## src/rtl/uart_pkg.sv

```systemverilog
// Shared UART definitions: counter width, receiver state encoding and the
// baud-select to bit-time-count table used by both transmit and receive paths.
package uart_pkg;

  localparam int CNT_W = 18;

  typedef logic [CNT_W-1:0] cnt_t;

  typedef enum logic [1:0] {
    S_IDLE,
    S_START,
    S_DATA,
    S_STOP
  } rx_state_e;

  function automatic int unsigned baud_rate(input int unsigned sel);
    case (sel)
      0:       return 300;
      1:       return 1200;
      2:       return 2400;
      3:       return 4800;
      4:       return 9600;
      5:       return 19200;
      6:       return 38400;
      7:       return 57600;
      8:       return 115200;
      9:       return 230400;
      10:      return 460800;
      11:      return 921600;
      default: return 115200;
    endcase
  endfunction

  // Bit time in clocks, rounded to nearest; all 16 selects packed into one
  // constant so the select path is a plain mux with no divider.
  function automatic logic [16*CNT_W-1:0] count_table(input int unsigned clk_hz);
    logic [16*CNT_W-1:0] tbl;
    int unsigned         rate;
    tbl = '0;
    for (int unsigned i = 0; i < 16; i++) begin
      rate = baud_rate(i);
      tbl[i*CNT_W +: CNT_W] = CNT_W'((clk_hz + rate / 2) / rate);
    end
    return tbl;
  endfunction

endpackage

```

## src/rtl/uart_bit_timer.sv

```systemverilog
// Loadable down-counter: after a load, pulses tick once after either a full
// or a half period of clocks, then stops until loaded again.
module uart_bit_timer
  import uart_pkg::*;
(
  input  logic             clk,
  input  logic             reset,
  input  logic             load,
  input  logic             half,
  input  logic [CNT_W-1:0] period,
  output logic             tick
);

  cnt_t cnt_q;
  cnt_t load_val;
  logic run_q;

  assign load_val = half ? {1'b0, period[CNT_W-1:1]} : period;

  // NOTE: clocked state uses non-blocking assignments so every register
  // samples pre-edge values regardless of process ordering.
  always_ff @(posedge clk or negedge reset) begin
    if (!reset) begin
      cnt_q <= '0;
      run_q <= 1'b0;
    end else if (load) begin
      cnt_q <= load_val - cnt_t'(1);
      run_q <= 1'b1;
    end else if (run_q) begin
      if (cnt_q == '0) run_q <= 1'b0;
      else             cnt_q <= cnt_q - cnt_t'(1);
    end
  end

  assign tick = run_q && (cnt_q == '0);

endmodule

```

## src/rtl/uart_rx.sv

```systemverilog
// UART receiver: mid-bit sampling of a synchronized rx line, 7/8-bit
// characters with optional parity, and a ready/read host handshake.
module uart_rx
  import uart_pkg::*;
#(
  parameter int unsigned CLK_HZ = 50_000_000
) (
  input  logic       clk,
  input  logic       reset,
  input  logic       rx,
  input  logic       eight,
  input  logic       pen,
  input  logic       ohel,
  input  logic [3:0] baud,
  input  logic       read,
  output logic [7:0] data,
  output logic       rxrdy,
  output logic       perr,
  output logic       ferr,
  output logic       ovf
);

  localparam logic [16*CNT_W-1:0] N_TBL = count_table(CLK_HZ);

  logic [1:0] sync_q;
  logic       rx_s;
  rx_state_e  state_q, state_d;
  logic       armed_q;
  logic [3:0] bit_cnt_q;
  logic [8:0] shift_q;
  logic       eight_q, pen_q, ohel_q;
  cnt_t       n_q, n_sel, period;
  logic       tick, tmr_load, tmr_half, start_det, shift_en, frame_done;
  logic [3:0] nbits;
  logic [8:0] rcv;
  logic [7:0] data_new;
  logic       par_bit, perr_new;

  assign rx_s  = sync_q[1];
  assign n_sel = N_TBL[int'(baud) * CNT_W +: CNT_W];
  assign nbits = 4'd7 + {3'b000, eight_q} + {3'b000, pen_q};

  // Idle-high reset value keeps a low line during reset from looking like a start bit.
  always_ff @(posedge clk or negedge reset) begin
    if (!reset) sync_q <= 2'b11;
    else        sync_q <= {sync_q[0], rx};
  end

  always_ff @(posedge clk or negedge reset) begin
    if (!reset) state_q <= S_IDLE;
    else        state_q <= state_d;
  end

  // NOTE: every output of this block gets a default first, so no path leaves
  // a signal unassigned and no latch is inferred.
  always_comb begin
    state_d    = state_q;
    tmr_load   = 1'b0;
    tmr_half   = 1'b0;
    start_det  = 1'b0;
    shift_en   = 1'b0;
    frame_done = 1'b0;
    case (state_q)
      S_IDLE: if (armed_q && !rx_s) begin
        state_d   = S_START;
        tmr_load  = 1'b1;
        tmr_half  = 1'b1;
        start_det = 1'b1;
      end
      S_START: if (tick) begin
        if (!rx_s) begin
          state_d  = S_DATA;
          tmr_load = 1'b1;
        end else begin
          state_d = S_IDLE;
        end
      end
      S_DATA: if (tick) begin
        shift_en = 1'b1;
        tmr_load = 1'b1;
        if (bit_cnt_q == nbits - 4'd1) state_d = S_STOP;
      end
      S_STOP: if (tick) begin
        frame_done = 1'b1;
        state_d    = S_IDLE;
      end
      default: state_d = S_IDLE;
    endcase
  end

  assign period = start_det ? n_sel : n_q;

  uart_bit_timer u_timer (
    .clk    (clk),
    .reset  (reset),
    .load   (tmr_load),
    .half   (tmr_half),
    .period (period),
    .tick   (tick)
  );

  // A start needs a high level seen in IDLE first, so a line stuck low after
  // a framing error does not retrigger until it returns high and falls again.
  always_ff @(posedge clk or negedge reset) begin
    if (!reset) begin
      armed_q   <= 1'b0;
      bit_cnt_q <= '0;
      shift_q   <= '0;
      eight_q   <= 1'b1;
      pen_q     <= 1'b0;
      ohel_q    <= 1'b0;
      n_q       <= '0;
    end else begin
      if (state_q != S_IDLE) armed_q <= 1'b0;
      else if (rx_s)         armed_q <= 1'b1;
      if (start_det) begin
        eight_q   <= eight;
        pen_q     <= pen;
        ohel_q    <= ohel;
        n_q       <= n_sel;
        bit_cnt_q <= '0;
      end else if (shift_en) begin
        bit_cnt_q <= bit_cnt_q + 4'd1;
      end
      if (shift_en) shift_q <= {rx_s, shift_q[8:1]};
    end
  end

  // After nbits right-shifts the first received bit sits at 9-nbits.
  always_comb begin
    rcv      = shift_q >> (4'd9 - nbits);
    data_new = eight_q ? rcv[7:0] : {1'b0, rcv[6:0]};
    par_bit  = eight_q ? rcv[8] : rcv[7];
    perr_new = pen_q & ((^data_new ^ par_bit) != ohel_q);
  end

  always_ff @(posedge clk or negedge reset) begin
    if (!reset) begin
      data  <= 8'h00;
      rxrdy <= 1'b0;
      perr  <= 1'b0;
      ferr  <= 1'b0;
      ovf   <= 1'b0;
    end else if (frame_done) begin
      data  <= data_new;
      rxrdy <= 1'b1;
      ferr  <= ~rx_s;
      perr  <= perr_new;
      ovf   <= rxrdy & ~read;
    end else if (read) begin
      rxrdy <= 1'b0;
      perr  <= 1'b0;
      ferr  <= 1'b0;
      ovf   <= 1'b0;
    end
  end

endmodule

```

## config.mk

```make
export PLATFORM = sky130hd
export DESIGN_NAME = uart_rx
export DESIGN_NICKNAME = d
export VERILOG_FILES = /design/src/rtl/uart_pkg.sv /design/src/rtl/uart_bit_timer.sv /design/src/rtl/uart_rx.sv
export SDC_FILE = /design/constraint.sdc
export NUM_CORES = 1
export LEC_CHECK = 0
export CORE_ASPECT_RATIO = 1.1
export CORE_MARGIN = 4
export CORE_UTILIZATION = 32
export CTS_CLUSTER_DIAMETER = 100
export DETAILED_ROUTE_END_ITERATION = 8
export SYNTH_ARGS = -nofsm -noshare
export SYNTH_HDL_FRONTEND = slang
export SYNTH_HIERARCHICAL = 1
export SYNTH_SLANG_ARGS = --single-unit
```

## constraint.sdc

```tcl
create_clock -name clk -period 4.1 [get_ports clk]
set_input_delay 1.23 -clock clk [delete_from_list [all_inputs] [get_ports clk]]
set_output_delay 1.23 -clock clk [all_outputs]
set_load 0.01 [all_outputs]
```

==> results_dict.tcl <==
set metrics [dict create \
    fmax_mhz 254.9 \
    min_period_over_period_pct 95.69 \
    grt_pass1_wl_um 15340 \
    n_fill_cell 1218 \
    die_h_um 126.9 \
    ys_top_cells_by_count "dfrtp_1, nor2_1, nand2_1" \
    drive_above_1_share_pct 22.83 \
    wl_per_cell_um 14.99 \
    ys_types 54 \
    fp-row-count 43 \
    drc 0 \
    io_buffer_count 22 \
    core_area_um2 12590 \
    synth.most_common_cell "dfrtp_1" \
    utilization_pct 40.77 \
    syn_nets 421 \
    place_inst 601 \
    cts_buffers 9 \
    endpoint_kind "flop" \
    synth_top_area_share_pct 40.74 \
    r2r_setup_slack_ns 0.52 \
    worst_path_max_delay_cell "clkdlybuf4s50_1" \
    finalNonFillerCells 617 \
    grt_usage_pct 13.26 \
    io-pin-count 23 \
    power_density_nw_per_um2 518.4 \
    r2r_cells 13 \
    worstPathRequired_ns 4.32 \
    setup_viol 0 \
    die_w_um 116.1 \
    setup_tns_ns 0 \
    irDropWorstVdd_mv 0.2944 \
    maxSlewViolCount 0 \
    cts.path.max_buffers 2 \
    post_dp_cell_area_um2 4782 \
    clk_pin_slew_worst_paths_ns 0.06 \
    synth_ff_type "dfrtp_1" \
    relSlewSlack_pct 41.30 \
    cts_tree "done" \
    post-route-cell-area_um2 5132 \
    clock-sinks 70 \
    avgSynthCellArea_um2 10.26 \
    critPathLaunchType "input pin" \
    path_cells "clkdlybuf4s50_1 > inv_1 > ha_1 > nor2b_1 > o21bai_1 > a31oi_1 > mux2_1 > mux2i_2 > nand4_2 > nor4_4 > nand2b_1 > a221o_1" \
    grt.overflow.total 0 \
    synthDominantAreaCellType "dfrtp_1" \
    hp-start "sync_q[0]$_DFF_PN1_" \
    clk_latency_ns 0.34 \
    grt_pass1_vias 3110 \
    crit_buf_inv 2 \
    num-nets-final 475 \
    start_util_pct 32.69 \
    outcome "finished, final reports clean" \
    rsz0062_at_grt "no" \
    cp_top_family "simple AND/OR/NAND/NOR gates" \
    antenna-diode-count 0 \
    cts-root-buf "clkbuf_16" \
    cts_htree_levels 3 \
    place_ws_ns -0.2199 \
    timing.final.ws_setup_ns 0.1767 \
    hold_class "reg2reg" \
    drt_pre_antenna_iters 4 \
    syn_to_final_growth_pct 24.72 \
    ant_nets 0 \
    timing.final.hold_violations 0 \
    drt-total-wl_um 9251 \
    die_area_um2 14740 \
    leakage_nw 2.223 \
    path_max_fanout 4 \
    max_stage_delay_ns 0.54 \
    synth_seq_cells 70 \
    hpwl_um 6584 \
    worstMarginPinSlew_ns 0.8805 \
    grt_max_degree 37 \
    synthTopCellsByArea "dfrtp_1, mux2_1, mux2_2" \
    finalClockSkew_ns 0.003224 \
    holdPathEnd "sync_q[1]$_DFF_PN1_" \
    synthCells 401 \
    cap_violations 0 \
    synth_edf_count 0 \
    drt-initial-drc-count 139 \
    worstReg2RegStart "u_timer/cnt_q[11]$_DFFE_PN0P_" \
    yosysSeqAreaShare_pct 42.66 \
    critical_path_class "in2reg" \
    holdPathStages 0 \
    reg2reg_to "u_timer/cnt_q[15]$_DFFE_PN0P_" \
    fin_crit_ns 3.923 \
    num_vias 3097 \
    ys.warnings.count 6 \
    critPathArrivalTime_ns 4.14 \
    antenna_found_initial 0 \
    routed_via_density 5.019 \
    syn_area_um2 4115 \
    synth_async_sr_flop_share_pct 100.0 \
    place_congestion 0.8124 \
    cts_hold_buf 0 \
]
## state kept, by name, indices dropped and copies added, names as in the netlist, named ones only
name,count
n_q,18
u_timer/cnt_q,18
shift_q,9
data,8
bit_cnt_q,4
sync_q,2
armed_q,1
eight_q,1
ferr,1
ohel_q,1
ovf,1
pen_q,1
perr,1
rxrdy,1
state_q,1
u_timer/run_q,1
## where the power goes
part	switching [mW]	total, mW	internal [mW]
Combinational	0.441	0.869	0.428
Clock	0.290	0.837	0.547
Sequential	0.111	0.955	0.844
## cell families after synthesis
group	Yosys count	share of synthesized area [%]
AND/OR/NAND/NOR	136	16.48
AO/OA/AOI/OAI	71	10.79
flip-flops	70	42.66
multiplexers	60	18.49
buffers and inverters	32	3.618
XOR/XNOR	23	5.229
adder cells (fa/ha/maj)	9	2.736
## cell usage in the layout (no fill, tap or decap), types with 11 or more instances in the layout
cell type and instances:
a21oi_1 21, buf_4 41, clkdlybuf4s50_1 21, dfrtp_1 67
mux2_1 16, mux2_2 15, mux2i_1 11, nand2_1 42
nor2_1 44, o21ai_1 14, xor2_1 12
## worst max path at each step
stage,from,end,slack [ns],cells after the start
after floorplan,baud[2],u_timer/cnt_q[15]$_DFFE_PN0P_,0.32,11
after global placement,baud[0],u_timer/cnt_q[15]$_DFFE_PN0P_,-0.16,14
after detailed placement,baud[0],u_timer/cnt_q[15]$_DFFE_PN0P_,-0.22,14
after CTS,baud[0],u_timer/cnt_q[15]$_DFFE_PN0P_,0.12,14
after global routing,baud[1],u_timer/cnt_q[14]$_DFFE_PN0P_,0.002,15
final,baud[1],u_timer/cnt_q[15]$_DFFE_PN0P_,0.18,12
## area by class of cell
cell class              count  area [um2]  area share, %
flip-flops and latches     70        1755          34.20
well taps                 157       196.4          3.827
clock buffers              12       246.5          4.803
multi-input cells         299        2263          44.10
clock inverters             4       70.07          1.365
inverters                  10       37.54         0.7314
repair buffers             65       563.0          10.97
## routing by layer
layer	track usage (%)	share of wire, %	vias up	wire [um]
li1	-	-	1540	-
met4	4.164	1.5	0	140
met1	16.62	45	1498	4170
met2	21.64	50	47	4585
met3	4.246	3.8	12	355
met5	0	0	-	0
## per-stage QoR
step / power [mW] / hold WS [ns]
2_1_floorplan: 1.528 / 0.3452
3_3_place_gp: 1.791 / 0.3453
3_5_place_dp: 1.809 / 0.3468
4_1_cts: 2.661 / 0.3555
5_1_grt: 2.817 / 0.3628
6_report: 2.661 / 0.3549
## repair_timing
action | CTS | global route
resized for setup | 0 | 6
setup endpoints to repair | 0 | 7
setup buffers | 0 | 0
Note: power is estimated with default switching activity, not from simulation.
